## src/rtl/stage_m_if.sv

```systemverilog
// Data-bus handshake between the memory stage (master) and data memory / devices (slave).
interface stage_m_if;
  logic        mem_req;
  logic        mem_we;
  logic [31:0] mem_addr;
  logic [3:0]  mem_be;
  logic [31:0] mem_wdata;
  logic [31:0] mem_rdata;
  logic        mem_ack;

  modport master (
    output mem_req, mem_we, mem_addr, mem_be, mem_wdata,
    input  mem_rdata, mem_ack
  );

  modport slave (
    input  mem_req, mem_we, mem_addr, mem_be, mem_wdata,
    output mem_rdata, mem_ack
  );
endinterface

```

## src/rtl/stage_m.sv

```systemverilog
// Memory stage: E/M pipeline register, load/store address checks, req/ack data-bus
// sequencing with a no-ack timeout, byte enables and extended load data.
module stage_m #(
  parameter logic [31:0] DM_TOP  = 32'h0000_2FFF,
  parameter logic [31:0] DEV_LO  = 32'h0000_7F00,
  parameter logic [31:0] DEV_HI  = 32'h0000_7F1B,
  parameter int unsigned TIMEOUT = 16
) (
  input  logic        clk,
  input  logic        reset,
  input  logic        stall,
  input  logic        flush,
  input  logic [31:0] C_E,
  input  logic [31:0] RD2_E,
  input  logic [6:2]  ExcCodeE,
  input  logic [3:0]  MemOp_E,
  input  logic [4:0]  RFWA_E,
  input  logic [31:0] PC_E,
  stage_m_if.master   bus,
  output logic        busy,
  output logic [31:0] C_M,
  output logic [31:0] LD_M,
  output logic [6:2]  ExcCodeM,
  output logic [4:0]  RFWA_M,
  output logic [31:0] PC_M
);

  typedef enum logic [3:0] {
    OP_NONE = 4'd0, OP_LW = 4'd1, OP_LH = 4'd2, OP_LHU = 4'd3, OP_LB = 4'd4,
    OP_LBU  = 4'd5, OP_SW = 4'd6, OP_SH = 4'd7, OP_SB  = 4'd8
  } mem_op_e;

  // S_DBE is the single cycle after the timeout expires: request dropped, DBE reported.
  typedef enum logic [1:0] {S_IDLE, S_ACCESS, S_DBE} state_e;

  localparam logic [6:2] EXC_NONE = 5'd0;
  localparam logic [6:2] EXC_ADEL = 5'd4;
  localparam logic [6:2] EXC_ADES = 5'd5;
  localparam logic [6:2] EXC_DBE  = 5'd7;
  localparam int CW = $clog2(TIMEOUT + 1);

  function automatic logic is_load(input mem_op_e op);
    return op inside {OP_LW, OP_LH, OP_LHU, OP_LB, OP_LBU};
  endfunction

  function automatic logic is_store(input mem_op_e op);
    return op inside {OP_SW, OP_SH, OP_SB};
  endfunction

  // An upstream exception always takes precedence over the address checks.
  function automatic logic [6:2] check_exc(input logic [6:2] exc_in, input mem_op_e op,
                                           input logic [31:0] addr);
    logic mis;
    logic in_range;
    if (exc_in != EXC_NONE) return exc_in;
    in_range = (addr <= DM_TOP) || ((addr >= DEV_LO) && (addr <= DEV_HI));
    case (op)
      OP_LW, OP_SW:          mis = (addr[1:0] != 2'b00);
      OP_LH, OP_LHU, OP_SH:  mis = addr[0];
      default:               mis = 1'b0;
    endcase
    if (is_load(op) && (mis || !in_range))  return EXC_ADEL;
    if (is_store(op) && (mis || !in_range)) return EXC_ADES;
    return EXC_NONE;
  endfunction

  mem_op_e        op_e;
  mem_op_e        op_q;
  state_e         state;
  logic [CW-1:0]  cnt;
  logic [31:0]    rd2_q;
  logic [6:2]     exc_q;
  logic [6:2]     addr_exc;
  logic [4:0]     rfwa_q;
  logic           flush_pend;
  logic           dbe_q;
  logic           flush_eff;
  logic           start;

  assign op_e      = mem_op_e'(MemOp_E);
  assign busy      = (state == S_ACCESS) && !bus.mem_ack;
  assign flush_eff = flush || flush_pend;
  assign start     = !flush_eff && !stall && is_load(op_e) | is_store(op_e)
                     && (check_exc(ExcCodeE, op_e, C_E) == EXC_NONE);
  assign addr_exc  = check_exc(exc_q, op_q, C_M);

  // NOTE: state registers use non-blocking assignments so every flop samples pre-edge values.
  always_ff @(posedge clk or negedge reset) begin
    if (!reset) begin
      state      <= S_IDLE;
      cnt        <= '0;
      C_M        <= '0;
      rd2_q      <= '0;
      exc_q      <= EXC_NONE;
      op_q       <= OP_NONE;
      rfwa_q     <= '0;
      PC_M       <= '0;
      flush_pend <= 1'b0;
      dbe_q      <= 1'b0;
    end else begin
      flush_pend <= busy && flush_eff;
      if (!busy) begin
        if (flush_eff) begin
          C_M    <= '0;
          rd2_q  <= '0;
          exc_q  <= EXC_NONE;
          op_q   <= OP_NONE;
          rfwa_q <= '0;
          PC_M   <= '0;
          dbe_q  <= 1'b0;
        end else if (stall) begin
          // A held instruction that just timed out must keep reporting DBE.
          if (state == S_DBE) dbe_q <= 1'b1;
        end else begin
          C_M    <= C_E;
          rd2_q  <= RD2_E;
          exc_q  <= ExcCodeE;
          op_q   <= op_e;
          rfwa_q <= RFWA_E;
          PC_M   <= PC_E;
          dbe_q  <= 1'b0;
        end
        state <= start ? S_ACCESS : S_IDLE;
        cnt   <= '0;
      end else begin
        cnt <= cnt + 1'b1;
        if (cnt == CW'(TIMEOUT - 1)) state <= S_DBE;
      end
    end
  end

  always_comb begin
    // NOTE: every combinational output gets a default first so no path infers a latch.
    ExcCodeM = EXC_NONE;
    if (addr_exc != EXC_NONE)               ExcCodeM = addr_exc;
    else if (dbe_q || (state == S_DBE))     ExcCodeM = EXC_DBE;
    RFWA_M = (ExcCodeM != EXC_NONE || flush_pend) ? 5'd0 : rfwa_q;
  end

  always_comb begin
    bus.mem_req   = (state == S_ACCESS);
    bus.mem_we    = 1'b0;
    bus.mem_addr  = '0;
    bus.mem_be    = '0;
    bus.mem_wdata = '0;
    if (state == S_ACCESS) begin
      bus.mem_addr = {C_M[31:2], 2'b00};
      bus.mem_we   = is_store(op_q);
      case (op_q)
        OP_LW, OP_SW:          bus.mem_be = 4'b1111;
        OP_LH, OP_LHU, OP_SH:  bus.mem_be = C_M[1] ? 4'b1100 : 4'b0011;
        OP_LB, OP_LBU, OP_SB:  bus.mem_be = 4'b0001 << C_M[1:0];
        default:               bus.mem_be = 4'b0000;
      endcase
      case (op_q)
        OP_SW:   bus.mem_wdata = rd2_q;
        OP_SH:   bus.mem_wdata = {2{rd2_q[15:0]}};
        OP_SB:   bus.mem_wdata = {4{rd2_q[7:0]}};
        default: bus.mem_wdata = '0;
      endcase
    end
  end

  logic [15:0] half;
  logic [7:0]  byte_lane;

  always_comb begin
    half = C_M[1] ? bus.mem_rdata[31:16] : bus.mem_rdata[15:0];
    case (C_M[1:0])
      2'd0:    byte_lane = bus.mem_rdata[7:0];
      2'd1:    byte_lane = bus.mem_rdata[15:8];
      2'd2:    byte_lane = bus.mem_rdata[23:16];
      default: byte_lane = bus.mem_rdata[31:24];
    endcase
    LD_M = '0;
    // Data a pending flush will squash is never presented to writeback.
    if ((state == S_ACCESS) && bus.mem_ack && !flush_pend) begin
      case (op_q)
        OP_LW:   LD_M = bus.mem_rdata;
        OP_LH:   LD_M = {{16{half[15]}}, half};
        OP_LHU:  LD_M = {16'h0000, half};
        OP_LB:   LD_M = {{24{byte_lane[7]}}, byte_lane};
        OP_LBU:  LD_M = {24'h00_0000, byte_lane};
        default: LD_M = '0;
      endcase
    end
  end

endmodule

```

## src/flat_wrapper.sv

```systemverilog
// flat-port wrapper written by rule: the top's interface ports become plain ports
module stage_m_flat 
#(
  parameter logic [31:0] DM_TOP  = 32'h0000_2FFF,
  parameter logic [31:0] DEV_LO  = 32'h0000_7F00,
  parameter logic [31:0] DEV_HI  = 32'h0000_7F1B,
  parameter int unsigned TIMEOUT = 16
)
  (clk, reset, stall, flush, C_E, RD2_E, ExcCodeE, MemOp_E, RFWA_E, PC_E, busy, C_M, LD_M, ExcCodeM, RFWA_M, PC_M, bus_mem_req, bus_mem_we, bus_mem_addr, bus_mem_be, bus_mem_wdata, bus_mem_rdata, bus_mem_ack);
  stage_m_if bus_i ();
  input  logic clk;
  input  logic reset;
  input  logic stall;
  input  logic flush;
  input  logic [31:0] C_E;
  input  logic [31:0] RD2_E;
  input  logic [6:2] ExcCodeE;
  input  logic [3:0] MemOp_E;
  input  logic [4:0] RFWA_E;
  input  logic [31:0] PC_E;
  output logic busy;
  output logic [31:0] C_M;
  output logic [31:0] LD_M;
  output logic [6:2] ExcCodeM;
  output logic [4:0] RFWA_M;
  output logic [31:0] PC_M;
  output wire logic [$bits(bus_i.mem_req)-1:0] bus_mem_req;
  output wire logic [$bits(bus_i.mem_we)-1:0] bus_mem_we;
  output wire logic [$bits(bus_i.mem_addr)-1:0] bus_mem_addr;
  output wire logic [$bits(bus_i.mem_be)-1:0] bus_mem_be;
  output wire logic [$bits(bus_i.mem_wdata)-1:0] bus_mem_wdata;
  input wire logic [$bits(bus_i.mem_rdata)-1:0] bus_mem_rdata;
  input wire logic [$bits(bus_i.mem_ack)-1:0] bus_mem_ack;
  assign bus_mem_req = bus_i.mem_req;
  assign bus_mem_we = bus_i.mem_we;
  assign bus_mem_addr = bus_i.mem_addr;
  assign bus_mem_be = bus_i.mem_be;
  assign bus_mem_wdata = bus_i.mem_wdata;
  assign bus_i.mem_rdata = bus_mem_rdata;
  assign bus_i.mem_ack = bus_mem_ack;
  stage_m #(.DM_TOP(DM_TOP), .DEV_LO(DEV_LO), .DEV_HI(DEV_HI), .TIMEOUT(TIMEOUT)) u_core (.clk(clk), .reset(reset), .stall(stall), .flush(flush), .C_E(C_E), .RD2_E(RD2_E), .ExcCodeE(ExcCodeE), .MemOp_E(MemOp_E), .RFWA_E(RFWA_E), .PC_E(PC_E), .bus(bus_i), .busy(busy), .C_M(C_M), .LD_M(LD_M), .ExcCodeM(ExcCodeM), .RFWA_M(RFWA_M), .PC_M(PC_M));
endmodule
```

## config.mk

```make
export PLATFORM = sky130hd
export DESIGN_NAME = stage_m_flat
export DESIGN_NICKNAME = d
export VERILOG_FILES = /design/src/rtl/stage_m_if.sv /design/src/rtl/stage_m.sv /design/src/flat_wrapper.sv
export SDC_FILE = /design/constraint.sdc
export NUM_CORES = 1
export LEC_CHECK = 0
export CAP_MARGIN = 20
export CORE_ASPECT_RATIO = 0.75
export CORE_UTILIZATION = 40
export DETAILED_ROUTE_END_ITERATION = 6
export GPL_TIMING_DRIVEN = 1
export PLACE_DENSITY = 0.77
export SLEW_MARGIN = 5
export SYNTH_ARGS = -nofsm -noshare
export SYNTH_HDL_FRONTEND = slang
export SYNTH_SLANG_ARGS = --single-unit
```

## constraint.sdc

```tcl
create_clock -name clk -period 2.15 [get_ports clk]
set_input_delay 0.43 -clock clk [delete_from_list [all_inputs] [get_ports clk]]
set_output_delay 0.43 -clock clk [all_outputs]
set_load 0.02 [all_outputs]
```

==> run metrics <==
critical path type register to primary output; Final setup viols 77; FILL cells 936; RSZ-0062 raised after global routing true; Max Slew Vio Count 0; Final Hold Fails 0; Worst slew margin 54.6%; R2R depth 11; worst min path class input port to asynchronous set/reset pin; yosys warns 0; Worst Tran Pin Value 0.681 ns; Synth area leaders dfrtp_1 46%, nand2_1 14%, nand3_1 8.8%; port bufs 321; post-route setup slack -0.666 ns; pin count of the biggest net entering global routing 81; WL final 31500 um; routability cong. 0.877; number of antenna violations at the first check in global routing 1; non-filler cells, final 1489; Final Cell Area 0.0129 sq mm; Max Freq 0.355 GHz; Seq cells post-synth 119; clock buffer depth 2; period utilization 131%; commonest non-fill, non-tap cell in the layout nand2_1; Overflow after GRT 0; clock sink count 119; Hold-fix buffers, CTS 0; Pwr Density 574 mW/mm^2; die width 150 um; min cycle time layout 2.82 ns; Yosys top cell area share 45.5%; failing checks negative setup slack; Root Driver clkbuf_16; Via Count 8388; io pins 324; critical path startpoint category register; Num CTS Buffers 17; Total GRT Usage 32.1%; Starting Density 40.9%; # Max-Cap Violations 0; TritonCTS clock tree built; register area share after synthesis 45.5%; dpl hpwl 18500 um; Residual DRC 0; layout cell share with drive strength beyond 1 36.6%; Skew-Pair Late Insertion Delay 0.42 ns; run status complete, but fails checks; Final ANT Viol Nets 0; Die Ht 113 um; Worst EP required 1.72 ns; Layout Nets 1415; Post-DP Area 0.0110 sq mm; Reg clk slew, reported paths 0.06 ns; EDFF count, synth 0; H-tree levels 4; Synth Flop Type dfrtp_1; static leakage 5.90 nW; cell taking the most area after synthesis dfrtp_1; CP Max Fanout 7; DR pass1 iterations 7; Area Growth Syn to Fin 96.5%; Register Area 0.00299 sq mm; Worst EP arrival 2.39 ns; standard-cell rows 40; Clock Skew 0.0101 ns; DR iter-0 viols 851; global-route wire length before repair 41600 um; Mapped Cells 812; die footprint 0.0169 sq mm; peak supply drop 0.000619 V; vias in the first global route 7818; core area 0.0160 sq mm; post-synth cell types 54; Multi-input gate area 0.00405 sq mm; ys async rst share 100%; Vias per Instance 5.63; Placed Cells 1397; Synth Cell Area 0.00654 sq mm; endpoint class of the critical path primary output; most frequent cells in the layout 237 x nand2_1, 210 x clkdlybuf4s50_1, 146 x buf_4, 113 x dfrtp_1, 112 x nand3_1; drt wl/cell 21.1 um; syn_area_per_cell 8.06 sq um
per-stage QoR:
stage | hold slack (ns) | util, % | total power [mW] | TNS, ns | worst slack [ns]
6_report | 0.00697 | 80.3 | 7.38 | -40.19 | -0.666
3_3_place_gp | 0.448 | 68.6 | 4.06 | -41.75 | -0.890
3_5_place_dp | 0.455 | 68.6 | 4.08 | -44.40 | -0.918
2_1_floorplan | 0.134 | - | 3.16 | -0.529 | -0.114
5_1_grt | 0.0302 | 80.3 | 7.64 | -45.68 | -0.718
4_1_cts | 0.0271 | 77.2 | 7.18 | -29.39 | -0.653
timing repair:
action	4_1_cts	5_1_grt
gates resized for setup	601	118
buffers inserted	40	21
pin swaps	50	52
cloned	3	2
setup endpoints to repair	109	108
critical path, cell delays in order (launching register included):
cell and delay, ns:
dfrtp_1 0.42, buf_6 0.15, buf_8 0.13, nor4b_4 0.29, buf_6 0.18, buf_4 0.13, buf_4 0.11, o22a_4 0.28
o211ai_1 0.11, buf_4 0.18
worst paths after layout:
kind | startpoint | endpoint | slack, ns
worst max-delay path | u_core.op_q[2] | ExcCodeM[4] | -0.67
worst min-delay path | reset | u_core.rfwa_q[3] | 0.007
worst max register to register | u_core.state[1] | u_core.op_q[2] | 0.12
worst min register to register | u_core.PC_M[5] | u_core.PC_M[5] | 0.46
max in group asynchronous | reset | u_core.rd2_q[6] | 1.51
min in group clk | u_core.PC_M[5] | u_core.PC_M[5] | 0.46
cells in the mapped netlist (all sizes together) (2+ instances only):
cell type,instances
buf,28
nand3b,2
nor2,32
nand4,2
a222oi,7
mux2i,3
inv,16
mux2,8
nor3,6
and2,40
a21o,2
mux4,7
o31ai,2
o21ai,15
a22oi,18
dfrtp,119
ha,2
xnor2,2
o22ai,3
or2,2
nor4,15
a21oi,50
and3,4
a211oi,2
a31oi,2
nand2b,6
nand3,115
clkbuf,33
nand2,252
flip-flops by register name (all words and copies together), names as in the netlist:
| signal | count |
|---|---|
| u_core.C_M | 32 |
| u_core.PC_M | 32 |
| u_core.rd2_q | 32 |
| u_core.cnt | 5 |
| u_core.exc_q | 5 |
| u_core.rfwa_q | 5 |
| u_core.op_q | 4 |
| u_core.state | 2 |
| u_core.dbe_q | 1 |
| u_core.flush_pend | 1 |
layout make-up:
| cell class | count | share of cell area (%) |
|---|---|---|
| diodes | 1 | 0.0195 |
| clock buffers | 17 | 3.31 |
| inverters | 16 | 0.565 |
| flip-flops and latches | 119 | 23.2 |
| repair buffers | 494 | 38.0 |
| clock inverters | 14 | 1.36 |
| multi-input cells | 618 | 31.5 |
| well taps | 210 | 2.04 |
power by group:
part	switching [mW]	total, mW	internal, mW
combinational	0.945	1.93	0.981
sequential	0.132	2.52	2.39
clock	1.10	2.93	1.83
total	2.18	7.38	5.20
kinds of logic (layout without fill, tap and decap cells):
kind of cell	after synthesis	after routing	share of synthesized area [%]
AOI/OAI and AO/OA	111	111	10.9
xor gates and xnor gates	3	3	0.402
adders and majority gates	2	2	0.382
buffers and inverters	77	541	5.16
DFF	119	119	45.5
muxes	18	18	4.25
other	1	3	0.0573
and+or+nand+nor	481	482	33.3
layer usage:
layer  up-vias  GRT usage [%]  part of all wire, %
li1       3685              -                    -
met1      4021           37.1                   36
met2       525           54.9                   48
met3       157           10.5                   11
met4         0           12.7                  5.1
met5         -              0                    0
No activity file was read; power rests on OpenSTA's default activity.
